### src/rtl/cam_stream_ctrl.sv
// cam_stream_ctrl: frames the camera vsync/href byte stream, packs YUYV
// byte pairs into 4-bit grayscale pixels for the 3-row line buffer, pads
// short lines so the buffer's column counter stays aligned, and reports
// line/frame geometry errors.
module cam_stream_ctrl #(
  parameter int WIDTH  = 640,
  parameter int HEIGHT = 480
) (
  input  logic       clk,
  input  logic       rst,
  input  logic       enable,
  input  logic       cam_vsync,
  input  logic       cam_href,
  input  logic       cam_de,
  input  logic [7:0] cam_data,
  output logic [3:0] pixel_out,
  output logic       pixel_valid,
  output logic       frame_start,
  output logic       frame_done,
  output logic       line_err,
  output logic       frame_err,
  output logic [7:0] frame_count,
  output logic       busy
);

  localparam logic [10:0] COLW    = 11'(WIDTH);
  localparam logic [10:0] COL_SAT = 11'(WIDTH + 1);
  localparam logic [9:0]  ROWH    = 10'(HEIGHT);

  typedef enum logic [2:0] {
    S_IDLE, S_WAIT_VS, S_VBLANK, S_ACTIVE, S_PAD
  } state_t;

  state_t      state_q, state_d;
  logic        vs_q, hr_q;
  logic [10:0] col_q, col_d;
  logic [9:0]  row_q, row_d;
  logic        phase_q, phase_d;
  logic        skip_q, skip_d;
  logic [3:0]  y_q, y_d;
  logic [3:0]  pix_q, pix_d;
  logic        pv_q, pv_d;
  logic        fs_q, fs_d;
  logic        fd_q, fd_d;
  logic        le_q, le_d;
  logic        fe_q, fe_d;
  logic [7:0]  fcnt_q, fcnt_d;
  logic        busy_q, busy_d;

  // Chroma and the low luma bits are intentionally discarded.
  logic unused_lo;
  assign unused_lo = ^cam_data[3:0];

  logic vs_rise, vs_fall, hr_fall, byte_ok, in_frame, col_lt, row_lt;
  logic [10:0] col_inc;
  logic [9:0]  row_inc;

  assign vs_rise  = cam_vsync & ~vs_q;
  assign vs_fall  = ~cam_vsync & vs_q;
  assign hr_fall  = hr_q & ~cam_href;
  assign byte_ok  = cam_de & cam_href;
  assign in_frame = (state_q == S_ACTIVE) || (state_q == S_PAD);
  assign col_lt   = col_q < COLW;
  assign row_lt   = row_q < ROWH;
  assign col_inc  = (col_q == COL_SAT) ? col_q : col_q + 11'd1;
  assign row_inc  = (row_q == 10'd1023) ? row_q : row_q + 10'd1;

  // Next-state, counters and registered-output pulses.
  always_comb begin
    state_d = state_q;
    col_d   = col_q;
    row_d   = row_q;
    phase_d = phase_q;
    skip_d  = skip_q;
    y_d     = y_q;
    pix_d   = 4'd0;
    pv_d    = 1'b0;
    fs_d    = 1'b0;
    fd_d    = 1'b0;
    le_d    = 1'b0;
    fe_d    = 1'b0;
    fcnt_d  = fcnt_q;

    if (in_frame && vs_rise) begin
      // Frame end wins over any href fall in the same cycle; a partial
      // line is flagged but never padded.
      fd_d    = 1'b1;
      fe_d    = (row_q != ROWH);
      fcnt_d  = fcnt_q + 8'd1;
      le_d    = (state_q == S_ACTIVE) && (col_q != 11'd0) && !skip_q;
      state_d = enable ? S_VBLANK : S_IDLE;
    end else begin
      case (state_q)
        S_IDLE:    if (enable) state_d = S_WAIT_VS;
        S_WAIT_VS: if (vs_rise) state_d = S_VBLANK;
        S_VBLANK: begin
          if (vs_fall) begin
            fs_d    = 1'b1;
            col_d   = 11'd0;
            row_d   = 10'd0;
            phase_d = 1'b0;
            skip_d  = 1'b0;
            state_d = S_ACTIVE;
          end
        end
        S_ACTIVE: begin
          if (hr_fall) begin
            phase_d = 1'b0;
            if (skip_q) begin
              skip_d = 1'b0;
              col_d  = 11'd0;
            end else begin
              le_d = (col_q != COLW);
              if (col_lt && row_lt) begin
                // First pad pixel goes out alongside line_err.
                pv_d    = 1'b1;
                col_d   = col_q + 11'd1;
                state_d = S_PAD;
              end else begin
                row_d = row_inc;
                col_d = 11'd0;
              end
            end
          end else if (byte_ok) begin
            phase_d = ~phase_q;
            if (!phase_q) begin
              y_d = cam_data[7:4];
            end else if (!skip_q) begin
              if (col_lt && row_lt) begin
                pv_d  = 1'b1;
                pix_d = y_q;
              end
              col_d = col_inc;
            end
          end
        end
        S_PAD: begin
          if (col_lt) begin
            pv_d  = 1'b1;
            col_d = col_q + 11'd1;
          end else begin
            // A line that already started while padding is discarded whole.
            row_d   = row_inc;
            col_d   = 11'd0;
            skip_d  = cam_href;
            state_d = S_ACTIVE;
          end
        end
        default: state_d = S_IDLE;
      endcase
    end
  end

  assign busy_d = (state_d != S_IDLE);

  // State, edge-detect history and output registers.
  always_ff @(posedge clk or posedge rst) begin
    if (rst) begin
      state_q <= S_IDLE;
      vs_q    <= 1'b0;
      hr_q    <= 1'b0;
      col_q   <= 11'd0;
      row_q   <= 10'd0;
      phase_q <= 1'b0;
      skip_q  <= 1'b0;
      y_q     <= 4'd0;
      pix_q   <= 4'd0;
      pv_q    <= 1'b0;
      fs_q    <= 1'b0;
      fd_q    <= 1'b0;
      le_q    <= 1'b0;
      fe_q    <= 1'b0;
      fcnt_q  <= 8'd0;
      busy_q  <= 1'b0;
    end else begin
      state_q <= state_d;
      vs_q    <= cam_vsync;
      hr_q    <= cam_href;
      col_q   <= col_d;
      row_q   <= row_d;
      phase_q <= phase_d;
      skip_q  <= skip_d;
      y_q     <= y_d;
      pix_q   <= pix_d;
      pv_q    <= pv_d;
      fs_q    <= fs_d;
      fd_q    <= fd_d;
      le_q    <= le_d;
      fe_q    <= fe_d;
      fcnt_q  <= fcnt_d;
      busy_q  <= busy_d;
    end
  end

  assign pixel_out   = pix_q;
  assign pixel_valid = pv_q;
  assign frame_start = fs_q;
  assign frame_done  = fd_q;
  assign line_err    = le_q;
  assign frame_err   = fe_q;
  assign frame_count = fcnt_q;
  assign busy        = busy_q;

endmodule

### config.mk
export PLATFORM = sky130hd
export DESIGN_NAME = cam_stream_ctrl
export DESIGN_NICKNAME = d
export VERILOG_FILES = /design/src/rtl/cam_stream_ctrl.sv
export SDC_FILE = /design/constraint.sdc
export NUM_CORES = 1
export LEC_CHECK = 0
export ABC_AREA = 0
export BUFFER_PORTS_ARGS = -buffer_cell sky130_fd_sc_hd__buf_4
export CORE_ASPECT_RATIO = 0.75
export CORE_MARGIN = 2
export CORE_UTILIZATION = 37
export CTS_CLUSTER_SIZE = 24
export DETAILED_ROUTE_END_ITERATION = 12
export GPL_TIMING_DRIVEN = 0
export SYNTH_ARGS = -nofsm -noshare
export SYNTH_HDL_FRONTEND = slang
export SYNTH_SLANG_ARGS = --single-unit
export TNS_END_PERCENT = 20
### constraint.sdc
create_clock -name clk -period 2.3 [get_ports clk]
set_clock_uncertainty 0.2 [all_clocks]
set_input_delay 0.345 -clock clk [delete_from_list [all_inputs] [get_ports clk]]
set_output_delay 0.345 -clock clk [all_outputs]
set_load 0.05 [all_outputs]
==> metrics <==
most common cell in the netlist=dfrtp_1; Post-Place Cells=385; clock share of power=0.204; TritonRoute pass-1 iters=4; first-pass GRT wire length=9760 um; Via density=5.46; DP HPWL=3970 um; area share of the largest cell type after synthesis=0.480; Synth area leaders=dfrtp_1, o31ai_1, nand2_1; Wirelength per Cell=14.6 um; critical path arrival=2400 ps; CTS root buffer=clkbuf_8; clk buf depth=2; initial core utilization=0.382; number of synthesized register bits=50; Port Buffer Count=27; worst path required time=2330 ps; Syn Nets=293; final worst path period need=2370 ps; Synth Flop Type=dfrtp_1; Num CTS Buffers=5; Pint=1850 uW; Hold WS=39.2 ps; Die Width=101 um; actual slew at the worst max-slew pin=632 ps; total track usage=0.156; period utilization=1.03; sw frac=0.389; vias=2206; leakage power=0.00151 uW; clock-pin slew on the worst setup and hold paths=90 ps; die area=7750 um2; grt ovf=0; total power=3020 uW; Pwr Density=919 nW/um2; Die Height=76.7 um; layout cells sized above 1=0.263; post-route ant nets=0; Synth cell types=53; Synth async-reset ratio=1.00; worst skew pair latency=300 ps; Antenna diodes=0; WL final=5910 um; Post-synth EDFFs=0; Core Area=6830 um2; DRT iter0 DRCs=95; top post-synthesis cells by count=dfrtp_1, nand2_1, nor2_1; yosys warns=0; Sequential Area=1250 um2; Mapped Avg Cell Area=9.56 um2; post-synthesis sequential area ratio=0.480; largest net degree at the start of global routing=29; Psw=1180 uW; Fillers=633; Pins Over Slew Limit=0; f_max=422 MHz; Syn Inst Count=273; endpoints failing setup=14; GP Congestion=0.811; multi-input logic area=1360 um2; failing checks=negative setup slack; final non-filler cell total=404; Synth-to-Final Area Change=26.1%; maximum vdd drop=341 uV; CTS tree=yes; Sink Count=50; number of global-route vias before repair=1993; row count=26; Slew HR=0.578; CP Launch Type=flop; status=complete, but fails checks; CP max FO=8; Nets=340; crit path kind=flop to flop; Crit. End Element=flop; Reg power frac=0.383; post-layout util=0.482; Setup Slack @ Placement=-383 ps; Ports=32; Post-route DRC=0; CTS HTree Levels=2; Setup WS post-layout=-70.1 ps; RSZ-0062 raised after global routing=yes; initial antenna violation count=0; Max Cap Viol=0; Syn Std Cell Area=2610 um2; Hold/Removal Path Class=input pin to flop; Synth area leader=dfrtp_1; Comb power frac=0.413; final hold vios=0
power groups by stage:
stage	logic [uW]	clock network (uW)	registers, uW
finish	1250	616	1160
global placement	1040	0	1160
global route	1360	670	1180
CTS	1160	629	1150
floorplan	611	0	1310
detailed placement	1060	0	1160
state kept, by name, summed over array words and instances, names as in the netlist, 3 cells and up:
register     cells
col_q           11
row_q           10
frame_count      8
state_q          3
y_q              4
pixel_out        4
area by class of cell:
cell class | count | area share
Multi-Input combinational cell | 196 | 0.413
Sequential cell | 50 | 0.381
Timing Repair Buffer | 41 | 0.0996
Tap cell | 84 | 0.0319
Buffer | 10 | 0.0232
Clock buffer | 5 | 0.0209
Inverter | 16 | 0.0183
Clock inverter | 2 | 0.0118
repair_timing:
| action | 4_1_cts | 5_1_grt |
|---|---|---|
| buffers inserted | 2 | 8 |
| hold buffers | 3 | 0 |
| resized for setup | 20 | 14 |
| pin swaps | 8 | 10 |
| endpoints found under the hold margin | 24 | 0 |
| setup endpoints to repair | 28 | 29 |
worst max-delay path: stages, from the launching register on:
cell and delay [ps]:
dfrtp_1 390, buf_6 130, or4b_4 550, a21o_4 260, or3_4 370, buf_8 150
buf_4 120, o21ai_1 120
cell usage in the layout (no fill, tap or decap), drive strengths merged, types with 5 or more instances in the layout:
master / synthesis / final
o21ai: 18 / 18
buf: 7 / 45
nor2: 25 / 25
dfrtp: 50 / 50
ha: 6 / 6
nand4: 6 / 6
o31ai: 16 / 16
nand3: 9 / 9
nand2: 28 / 28
a21o: 5 / 5
inv: 16 / 16
clkbuf: 4 / 8
nor3: 5 / 5
a21oi: 11 / 11
metrics by stage:
stage	setup TNS (ps)	area [um2]
3_3_place_gp	-14330	2920
6_report	-491	3290
3_5_place_dp	-5640	2940
4_1_cts	-471	3160
2_1_floorplan	0	2620
5_1_grt	-2780	3290
logic make-up after synthesis:
group,synth area share
fa+ha+maj,0.0288
flops,0.480
compound gates,0.210
simple gates,0.204
xor+xnor,0.0235
buf+inv,0.0412
mux,0.0129
layer usage:
| metal | vias to the layer above | share of wire | wire (um) | track usage |
|---|---|---|---|---|
| met1 | 1070 | 0.52 | 3070 | 0.240 |
| met5 | - | 0 | 0 | 0 |
| met2 | 39 | 0.44 | 2580 | 0.225 |
| li1 | 1093 | - | - | - |
| met3 | 4 | 0.037 | 217 | 0.0365 |
| met4 | 0 | 0.0066 | 39 | 0.0324 |
worst paths after layout:
kind | start | to | slack [ps] | cells past startpoint
setup / recovery | state_q[2] | row_q[2] | -70 | 7
hold / removal | cam_data[4] | y_q[0] | 40 | 3
setup reg to reg | state_q[2] | row_q[2] | -70 | 7
hold reg to reg | frame_count[7] | frame_count[7] | 280 | 1
max in group asynchronous | rst | col_q[10] | 930 | 4
min in group asynchronous | rst | frame_start | 430 | 3
(Power assumes the default switching activity.)
